<file path="src/rtl/prog_loader.sv">
// prog_loader: streams a program image into instruction memory (32-bit words)
// and initial data into data memory (bytes, little-endian split of each word),
// then releases the CPU from reset and asserts start.
//
// Ports:
//   clk_i, rst_i              clock, asynchronous active-low reset
//   cmd_*                     load command handshake (target, base word, count)
//   data_valid_i/ready_o/i    payload word handshake
//   imem_we/addr/data_o       registered instruction memory write port
//   dmem_we/addr/data_o       registered data memory byte write port
//   run_i, halt_i             CPU run request / stop request
//   cpu_rst_o, start_o        active-low CPU reset, CPU start
//   busy_o, done_o, err_o     loading, end-of-command pulse, sticky range error
//
// state     | meaning
// IDLE      | accepting commands or run request
// IMEM_LOAD | one instruction word written per accepted payload word
// DMEM_LOAD | each accepted word written as four byte writes
// RUN       | CPU out of reset and started until halt_i
module prog_loader #(
  parameter int IMEM_AW = 8,
  parameter int DMEM_AW = 5
) (
  input  logic               clk_i,
  input  logic               rst_i,
  input  logic               cmd_valid_i,
  output logic               cmd_ready_o,
  input  logic               cmd_target_i,
  input  logic [7:0]         cmd_base_i,
  input  logic [8:0]         cmd_count_i,
  input  logic               data_valid_i,
  output logic               data_ready_o,
  input  logic [31:0]        data_i,
  output logic               imem_we_o,
  output logic [IMEM_AW-1:0] imem_addr_o,
  output logic [31:0]        imem_data_o,
  output logic               dmem_we_o,
  output logic [DMEM_AW-1:0] dmem_addr_o,
  output logic [7:0]         dmem_data_o,
  input  logic               run_i,
  input  logic               halt_i,
  output logic               cpu_rst_o,
  output logic               start_o,
  output logic               busy_o,
  output logic               done_o,
  output logic               err_o
);

  typedef enum logic [1:0] {IDLE, IMEM_LOAD, DMEM_LOAD, RUN} state_t;

  localparam logic [9:0] IMEM_WORDS = 10'(1 << IMEM_AW);
  localparam logic [9:0] DMEM_WORDS = 10'(1 << (DMEM_AW - 2));

  state_t             state_q, state_d;
  logic [7:0]         ptr_q, ptr_d;
  logic [8:0]         rem_q, rem_d;
  logic [1:0]         bcnt_q, bcnt_d;
  logic [23:0]        sh_q, sh_d;
  logic               imem_we_q, imem_we_d;
  logic [IMEM_AW-1:0] imem_addr_q, imem_addr_d;
  logic [31:0]        imem_data_q, imem_data_d;
  logic               dmem_we_q, dmem_we_d;
  logic [DMEM_AW-1:0] dmem_addr_q, dmem_addr_d;
  logic [7:0]         dmem_data_q, dmem_data_d;
  logic               done_q, done_d;
  logic               err_q, err_d;

  logic       cmd_hs, data_hs, range_ok;
  logic [9:0] end_addr;

  // cmd_ready is gated by the reset pin so every output reads 0 during reset.
  assign cmd_ready_o  = rst_i && (state_q == IDLE);
  // After the last word is taken, ready drops while its write(s) drain.
  assign data_ready_o = (rem_q != 9'd0) &&
                        ((state_q == IMEM_LOAD) ||
                         ((state_q == DMEM_LOAD) && (bcnt_q == 2'd0)));
  assign cmd_hs   = cmd_valid_i && cmd_ready_o;
  assign data_hs  = data_valid_i && data_ready_o;
  assign end_addr = {2'b00, cmd_base_i} + {1'b0, cmd_count_i};
  assign range_ok = cmd_target_i ? (end_addr <= DMEM_WORDS) : (end_addr <= IMEM_WORDS);

  always_comb begin
    state_d     = state_q;
    ptr_d       = ptr_q;
    rem_d       = rem_q;
    bcnt_d      = bcnt_q;
    sh_d        = sh_q;
    imem_we_d   = 1'b0;
    imem_addr_d = imem_addr_q;
    imem_data_d = imem_data_q;
    dmem_we_d   = 1'b0;
    dmem_addr_d = dmem_addr_q;
    dmem_data_d = dmem_data_q;
    done_d      = 1'b0;
    err_d       = err_q;
    case (state_q)
      IDLE: begin
        if (cmd_hs) begin
          ptr_d = cmd_base_i;
          rem_d = cmd_count_i;
          if (!range_ok) begin
            err_d  = 1'b1;
            done_d = 1'b1;
          end else if (cmd_count_i == 9'd0) begin
            done_d = 1'b1;
          end else begin
            state_d = cmd_target_i ? DMEM_LOAD : IMEM_LOAD;
          end
        end else if (run_i) begin
          state_d = RUN;
        end
      end
      IMEM_LOAD: begin
        if (data_hs) begin
          imem_we_d   = 1'b1;
          imem_addr_d = ptr_q[IMEM_AW-1:0];
          imem_data_d = data_i;
          ptr_d       = ptr_q + 8'd1;
          rem_d       = rem_q - 9'd1;
        end else if (rem_q == 9'd0) begin
          state_d = IDLE;
          done_d  = 1'b1;
        end
      end
      DMEM_LOAD: begin
        if (data_hs) begin
          dmem_we_d   = 1'b1;
          dmem_addr_d = {ptr_q[DMEM_AW-3:0], 2'b00};
          dmem_data_d = data_i[7:0];
          sh_d        = data_i[31:8];
          bcnt_d      = 2'd3;
          ptr_d       = ptr_q + 8'd1;
          rem_d       = rem_q - 9'd1;
        end else if (bcnt_q != 2'd0) begin
          dmem_we_d   = 1'b1;
          dmem_addr_d = dmem_addr_q + 1'b1;
          dmem_data_d = sh_q[7:0];
          sh_d        = {8'h00, sh_q[23:8]};
          bcnt_d      = bcnt_q - 2'd1;
        end else if (rem_q == 9'd0) begin
          state_d = IDLE;
          done_d  = 1'b1;
        end
      end
      RUN: begin
        if (halt_i) state_d = IDLE;
      end
      default: state_d = IDLE;
    endcase
  end

  always_ff @(posedge clk_i or negedge rst_i) begin
    if (!rst_i) begin
      state_q     <= IDLE;
      ptr_q       <= '0;
      rem_q       <= '0;
      bcnt_q      <= '0;
      sh_q        <= '0;
      imem_we_q   <= 1'b0;
      imem_addr_q <= '0;
      imem_data_q <= '0;
      dmem_we_q   <= 1'b0;
      dmem_addr_q <= '0;
      dmem_data_q <= '0;
      done_q      <= 1'b0;
      err_q       <= 1'b0;
    end else begin
      state_q     <= state_d;
      ptr_q       <= ptr_d;
      rem_q       <= rem_d;
      bcnt_q      <= bcnt_d;
      sh_q        <= sh_d;
      imem_we_q   <= imem_we_d;
      imem_addr_q <= imem_addr_d;
      imem_data_q <= imem_data_d;
      dmem_we_q   <= dmem_we_d;
      dmem_addr_q <= dmem_addr_d;
      dmem_data_q <= dmem_data_d;
      done_q      <= done_d;
      err_q       <= err_d;
    end
  end

  assign imem_we_o   = imem_we_q;
  assign imem_addr_o = imem_addr_q;
  assign imem_data_o = imem_data_q;
  assign dmem_we_o   = dmem_we_q;
  assign dmem_addr_o = dmem_addr_q;
  assign dmem_data_o = dmem_data_q;
  assign cpu_rst_o   = (state_q == RUN);
  assign start_o     = (state_q == RUN);
  assign busy_o      = (state_q == IMEM_LOAD) || (state_q == DMEM_LOAD);
  assign done_o      = done_q;
  assign err_o       = err_q;

endmodule

</file>
<file path="config.mk">
export PLATFORM = sky130hd
export DESIGN_NAME = prog_loader
export DESIGN_NICKNAME = d
export VERILOG_FILES = /design/src/rtl/prog_loader.sv
export SDC_FILE = /design/constraint.sdc
export NUM_CORES = 1
export LEC_CHECK = 0
export ABC_AREA = 1
export BUFFER_PORTS_ARGS = -buffer_cell sky130_fd_sc_hd__buf_2
export CAP_MARGIN = 20
export CORE_UTILIZATION = 50
export DETAILED_ROUTE_END_ITERATION = 8
export GPL_ROUTABILITY_DRIVEN = 0
export PLACE_DENSITY = 0.75
export SETUP_SLACK_MARGIN = 0.1
export SYNTH_ARGS = -nofsm -noshare
export SYNTH_HDL_FRONTEND = slang
export SYNTH_SLANG_ARGS = --single-unit
</file>
<file path="constraint.sdc">
create_clock -name clk_i -period 5.2 [get_ports clk_i]
set_clock_uncertainty 0.05 [all_clocks]
set_input_delay 1.3 -clock clk_i [delete_from_list [all_inputs] [get_ports clk_i]]
set_output_delay 1.3 -clock clk_i [all_outputs]
set_load 0.02 [all_outputs]
</file>
==> flow_metrics.env, run 1 <==
export IMPL_status="complete, no violations"
export IMPL_synthMuxAreaShare=0
export IMPL_ir_drop_mv=0.277
export IMPL_critPathMostFrequentCell="inv_1"
export IMPL_netlist_area_mm2=0.00525
export IMPL_synthArstFlopShare=1.00
export IMPL_cellPowerDensity_mw_per_mm2=620
export IMPL_start_kind="flop"
export IMPL_fin_nets=823
export IMPL_syn2layout_area_growth_pct=15.8
export IMPL_num_rows=37
export IMPL_ys_top_cells_by_count="nand2_1, dfrtp_1, inv_1"
export IMPL_path_clk_slew_ps=100
export IMPL_tightest_slew_ps=939
export IMPL_clkLatencyLatePin_ps=370
export IMPL_ys_seq_area_frac=0.486
export IMPL_detailedRoute_firstIterationViolations=291
export IMPL_grt_overflow_total=0
export IMPL_cp_slowest_stage_delay_ps=430
export IMPL_synth_most_common_cell="nand2_1"
export IMPL_start_util=0.511
export IMPL_hold_viol=0
export IMPL_synthTopCellsByArea="dfrtp_1, nand2_1, inv_1"
export IMPL_whs_endpoint="imem_data_o[21]$_DFFE_PN0P_"
export IMPL_wl_per_cell_um=14.1
export IMPL_antenna_left=0
export IMPL_instances_no_fill=891
export IMPL_grt_usage=0.246
export IMPL_cp_slowest_cell="a21oi_2"
export IMPL_port_buffers=117
export IMPL_maxSlewHeadroom=0.374
export IMPL_dp_hpwl_mm=9.20
export IMPL_yosysWarnings=0
export IMPL_required_ps=3850
export IMPL_crit_chain="inv_1 -> ha_1 -> nand2_1 -> nor2_2 -> nand2_2 -> nor2_4 -> nand3_4 -> inv_1 -> a21oi_2 -> buf_2"
export IMPL_fmax_mhz=282
export IMPL_seq_area_mm2=0.00255
export IMPL_critPathKind="reg -> out"
export IMPL_reg2reg_to="state_q[1]$_DFFE_PN0P_"
export IMPL_synthCells=645
export IMPL_pin_count=118
export IMPL_yosysTopAreaCell="dfrtp_1"
export IMPL_synthFlopType="dfrtp_1"
export IMPL_grt_pass1_wl_mm=21.4
export IMPL_grt_pass1_vias=4488
export IMPL_p_leak_nw=3.26
export IMPL_core_mm2=0.0103
export IMPL_die_area_mm2=0.0109
export IMPL_synth_seq_cells=102
export IMPL_antenna_found_initial=0
export IMPL_drt_wl_total_mm=12.6
export IMPL_worstSetupEndpointType="primary output"
export IMPL_finalInstanceArea_mm2=0.00608
export IMPL_worst_path_buf_inv=3
export IMPL_layout_setup_ws_ps=1650
export IMPL_clock_sinks=102
export IMPL_crit_fanout=10
export IMPL_r2r_start="rem_q[0]$_DFFE_PN0P_"
export IMPL_syn_nets=718
export IMPL_antenna_cells=0
export IMPL_drive_above_1_share=0.203
export IMPL_ys_types=38
export IMPL_r2r_slack_ps=2490
export IMPL_die_w_um=105
export IMPL_worstHoldStart="imem_data_o[21]$_DFFE_PN0P_"
export IMPL_fillers=930
export IMPL_drt_first_pass_iters=4
export IMPL_synth_simple_area_share=0.229
export IMPL_htreeDepth=3
export IMPL_synth_compound_gate_area_share=0.138
export IMPL_hold_class="reg -> reg"
export IMPL_clock_root_buffer="clkbuf_8"
export IMPL_post_route_period_util=0.682
export IMPL_synth_xor_area_frac=0.0183
export IMPL_path_delay_family="compound AO/OA/AOI/OAI gates"
export IMPL_yosysTopAreaCellShare=0.486
export IMPL_syn_area_per_cell_um2=8.15
export IMPL_dpl_cell_area_mm2=0.00588
export IMPL_die_h_um=105
export IMPL_multiInputGateArea_mm2=0.00224
export IMPL_arrival_ps=2200
export IMPL_tns_ps=0
export IMPL_post_cts_buffers=0
export IMPL_rsz0062_at_grt="no"
export IMPL_synth_top_family_by_area="simple AND/OR/NAND/NOR gates"
export IMPL_slew_violations=0
export IMPL_hold_buffers=0
export IMPL_drc=0
export IMPL_setup_violations=0
export IMPL_vias_per_cell=5.15
export IMPL_cts_tree="yes"
export IMPL_synthAdderAreaFrac=0.0419
export IMPL_holdWs_ps=435
export IMPL_cts_made_buffers=9
export IMPL_grt_max_degree=64
export IMPL_dp_slack_ps=1870
export IMPL_whs_path_depth=2
export IMPL_max_cap_violations=0
export IMPL_cts_buffer_depth=2
export IMPL_ctsResizeCount=0
export IMPL_r2r_cells=14
export IMPL_vias=4593
export IMPL_dp_cells=875
export IMPL_synth_edff_count=0
export IMPL_finalCriticalPeriod_ps=3550
==> power by group <==
part	total, mW	switching [mW]	leakage (nW)	internal, mW
clock network	0.519	0.289	0.103	0.230
registers	1.37	0.210	1.27	1.16
logic	1.88	1.25	1.89	0.634
==> metal layers <==
layer  share of wire  track usage
met1            0.44        0.321
met2            0.49        0.415
met3           0.051       0.0407
met4           0.024       0.0857
met5               0            0
==> through the flow <==
step	power, mW	util
after floorplan	2.78	-
after global placement	3.19	0.572
after detailed placement	3.27	0.572
after CTS	3.79	0.592
after global routing	4.10	0.592
final	3.77	0.592
==> final cells by class <==
type | count | area share
sequential | 102 | 0.420
multi-input combinational | 439 | 0.369
timing repair buffer | 121 | 0.102
inverter | 77 | 0.0479
tap | 136 | 0.0280
clock buffer | 9 | 0.0204
clock inverter | 7 | 0.0136
==> worst max-delay path by stage <==
stage	start	endpoint	slack, ps	depth (start not counted)
final	rem_q[0]$_DFFE_PN0P_	data_ready_o	1650	10
after global routing	rem_q[0]$_DFFE_PN0P_	data_ready_o	1500	10
after global placement	cmd_base_i[0]	state_q[0]$_DFFE_PN0P_	1970	17
after detailed placement	cmd_base_i[0]	state_q[1]$_DFFE_PN0P_	1870	17
after floorplan	cmd_base_i[0]	state_q[0]$_DFFE_PN0P_	2190	16
after CTS	rem_q[0]$_DFFE_PN0P_	data_ready_o	1640	10
==> layout by cell type, fill, tap and decap left out, types with 2 or more instances in the layout <==
cell,Yosys,routed
nand2_1,200,200
buf_2,12,116
dfrtp_1,102,102
inv_1,75,75
o21ai_0,54,54
nor2_1,30,30
o21ai_1,29,29
nand3_1,27,27
ha_1,16,16
a31oi_1,15,15
a21oi_1,14,14
xor2_1,10,10
o211ai_1,9,9
clkbuf_8,0,9
nor3_1,6,6
buf_4,5,5
nand4_1,4,4
nand3_2,4,4
nor2_2,2,2
nor2_4,2,2
a22oi_1,2,2
o221ai_1,2,2
inv_8,0,2
clkinv_4,0,2
==> cell families after synthesis <==
logic type / after synthesis
simple gates: 282
compound gates: 129
buf+inv: 104
flops: 102
fa+ha+maj: 17
xor+xnor: 11
==> worst min-delay path, stage by stage (launching register included) <==
cell     delay [ps]
dfrtp_1         350
nand2_1          50
nand2_1          50
==> state kept, by name, indices dropped and copies added, names as in the netlist <==
signal       cells
bcnt_q           2
dmem_addr_o      5
dmem_data_o      8
dmem_we_o        1
done_o           1
err_o            1
imem_addr_o      8
imem_data_o     32
imem_we_o        1
ptr_q            8
rem_q            9
sh_q            24
state_q          2
(Power assumes the default switching activity.)
==> run 2, diff against run 1 <==
clock period = 3.27 ns   (was 5.2 ns; I/O delays follow)
==> flow_metrics.env, run 2 (synthesized netlist as in run 1, its figures left out) <==
export IMPL_clkLatencyLatePin_ps=380
export IMPL_grt_usage=0.245
export IMPL_whs_path_depth=2
export IMPL_maxSlewHeadroom=0.492
export IMPL_clock_root_buffer="clkbuf_8"
export IMPL_detailedRoute_firstIterationViolations=267
export IMPL_arrival_ps=2110
export IMPL_tns_ps=0
export IMPL_fmax_mhz=336
export IMPL_final_common_cell="nand2_1"
export IMPL_syn2layout_area_growth_pct=16.0
export IMPL_finish_utilization=0.593
export IMPL_status="complete, no violations"
export IMPL_port_buffers=117
export IMPL_hold_buffers=0
export IMPL_crit_chain="inv_1 -> ha_1 -> nand2_1 -> nor2_2 -> nand2_2 -> nor2_4 -> nand3_4 -> inv_1 -> a21oi_4 -> buf_2"
export IMPL_holdWs_ps=434
export IMPL_crit_fanout=10
export IMPL_core_mm2=0.0103
export IMPL_post_route_period_util=0.909
export IMPL_start_kind="flop"
export IMPL_drt_wl_total_mm=12.6
export IMPL_pin_count=118
export IMPL_setup_violations=0
export IMPL_antenna_left=0
export IMPL_grt_pass1_wl_mm=21.0
export IMPL_vias_per_cell=5.19
export IMPL_seq_area_mm2=0.00255
export IMPL_largest_register_ffs=32
export IMPL_cts_buffer_depth=2
export IMPL_critPathKind="reg -> out"
export IMPL_slew_violations=0
export IMPL_antenna_cells=0
export IMPL_path_clk_slew_ps=110
export IMPL_p_leak_nw=3.26
export IMPL_drt_first_pass_iters=5
export IMPL_max_cap_violations=0
export IMPL_hold_viol=0
export IMPL_required_ps=2400
export IMPL_clock_sinks=102
export IMPL_r2r_cells=11
export IMPL_fin_nets=824
export IMPL_cp_slowest_stage_delay_ps=390
export IMPL_cellPowerDensity_mw_per_mm2=983
export IMPL_ir_drop_mv=0.410
export IMPL_multiInputGateArea_mm2=0.00225
export IMPL_rsz0062_at_grt="no"
export IMPL_grt_overflow_total=0
export IMPL_critPathMostFrequentCell="inv_1"
export IMPL_drc=0
export IMPL_cts_tree="yes"
export IMPL_htreeDepth=3
export IMPL_die_w_um=105
export IMPL_start_util=0.511
export IMPL_cp_slowest_cell="dfrtp_1"
export IMPL_grt_pass1_vias=4368
export IMPL_antenna_found_initial=0
export IMPL_die_area_mm2=0.0109
export IMPL_cts_made_buffers=9
export IMPL_worstSetupEndpointType="primary output"
export IMPL_hold_class="reg -> reg"
export IMPL_grt_max_degree=62
export IMPL_tightest_slew_ps=760
export IMPL_vias=4632
export IMPL_fillers=954
export IMPL_num_rows=37
export IMPL_die_h_um=105
export IMPL_drive_above_1_share=0.204
export IMPL_final_cell_mix="nand2_1, buf_2, dfrtp_1"
export IMPL_wl_per_cell_um=14.2
export IMPL_finalCriticalPeriod_ps=2970
export IMPL_dp_hpwl_mm=9.29
[run 2: cell types whose count changed in the layout (fill, tap and decap cells not counted), sizes merged]
cell,change
clkinvlp,+1
clkinv,-1
buf,+1
[run 2: layer usage]
layer | global-route usage | vias up | wire [µm]
met3 | 0.0326 | 24 | 609
met1 | 0.307 | 2167 | 5440
li1 | - | 2296 | -
met2 | 0.424 | 145 | 6300
met4 | 0.103 | 0 | 277
met5 | 0 | - | 0
[run 2: layout make-up]
type                            instances  share of cell area
Sequential cell                       102               0.419
Tap cell                              136              0.0279
Timing Repair Buffer                  122               0.103
Clock inverter                          7              0.0131
Multi-Input combinational cell        439               0.369
Inverter                               77              0.0478
Clock buffer                            9              0.0203
[run 2: path summary, 6_finish.rpt]
path                                              from                     endpoint  slack (ps)
max                               rem_q[0]$_DFFE_PN0P_                 data_ready_o         300
min                        imem_data_o[17]$_DFFE_PN0P_  imem_data_o[17]$_DFFE_PN0P_         430
max reg2reg                       rem_q[0]$_DFFE_PN0P_   imem_data_o[1]$_DFFE_PN0P_         610
min reg2reg                imem_data_o[17]$_DFFE_PN0P_  imem_data_o[17]$_DFFE_PN0P_         430
max in group asynchronous                        rst_i  imem_data_o[15]$_DFFE_PN0P_        1500
min in group asynchronous                        rst_i   dmem_addr_o[2]$_DFFE_PN0P_         500
[run 2: repair_timing]
item / in CTS / in global routing
resized for setup: 0 / 1
setup buffers: 0 / 0
endpoints found under the setup margin: 0 / 1
[run 2: stage by stage]
stage               cells  power, mW  setup WS (ps)  cell area, µm²
CTS                   892       6.03            162            6090
floorplan             645       4.42            747            5250
finish                892       5.99            297            6100
global route          892       6.50            186            6100
detailed placement    876       5.20            452            5880
global placement      876       5.08            527            5880
[run 2: critical path: cells and delay by family, from the launching register on]
| family | cells | cell delay [ps] |
|---|---|---|
| buffers and inverters | 3 | 400 |
| AOI/OAI and AO/OA | 1 | 300 |
| adders and majority gates | 1 | 250 |
| and+or+nand+nor | 5 | 380 |
| DFF | 1 | 390 |
[run 2: power by group]
group | total [mW] | internal (mW) | switching (mW)
combinational | 2.99 | 1.01 | 1.98
clock | 0.817 | 0.362 | 0.455
sequential | 2.18 | 1.85 | 0.337
total | 5.99 | 3.22 | 2.77
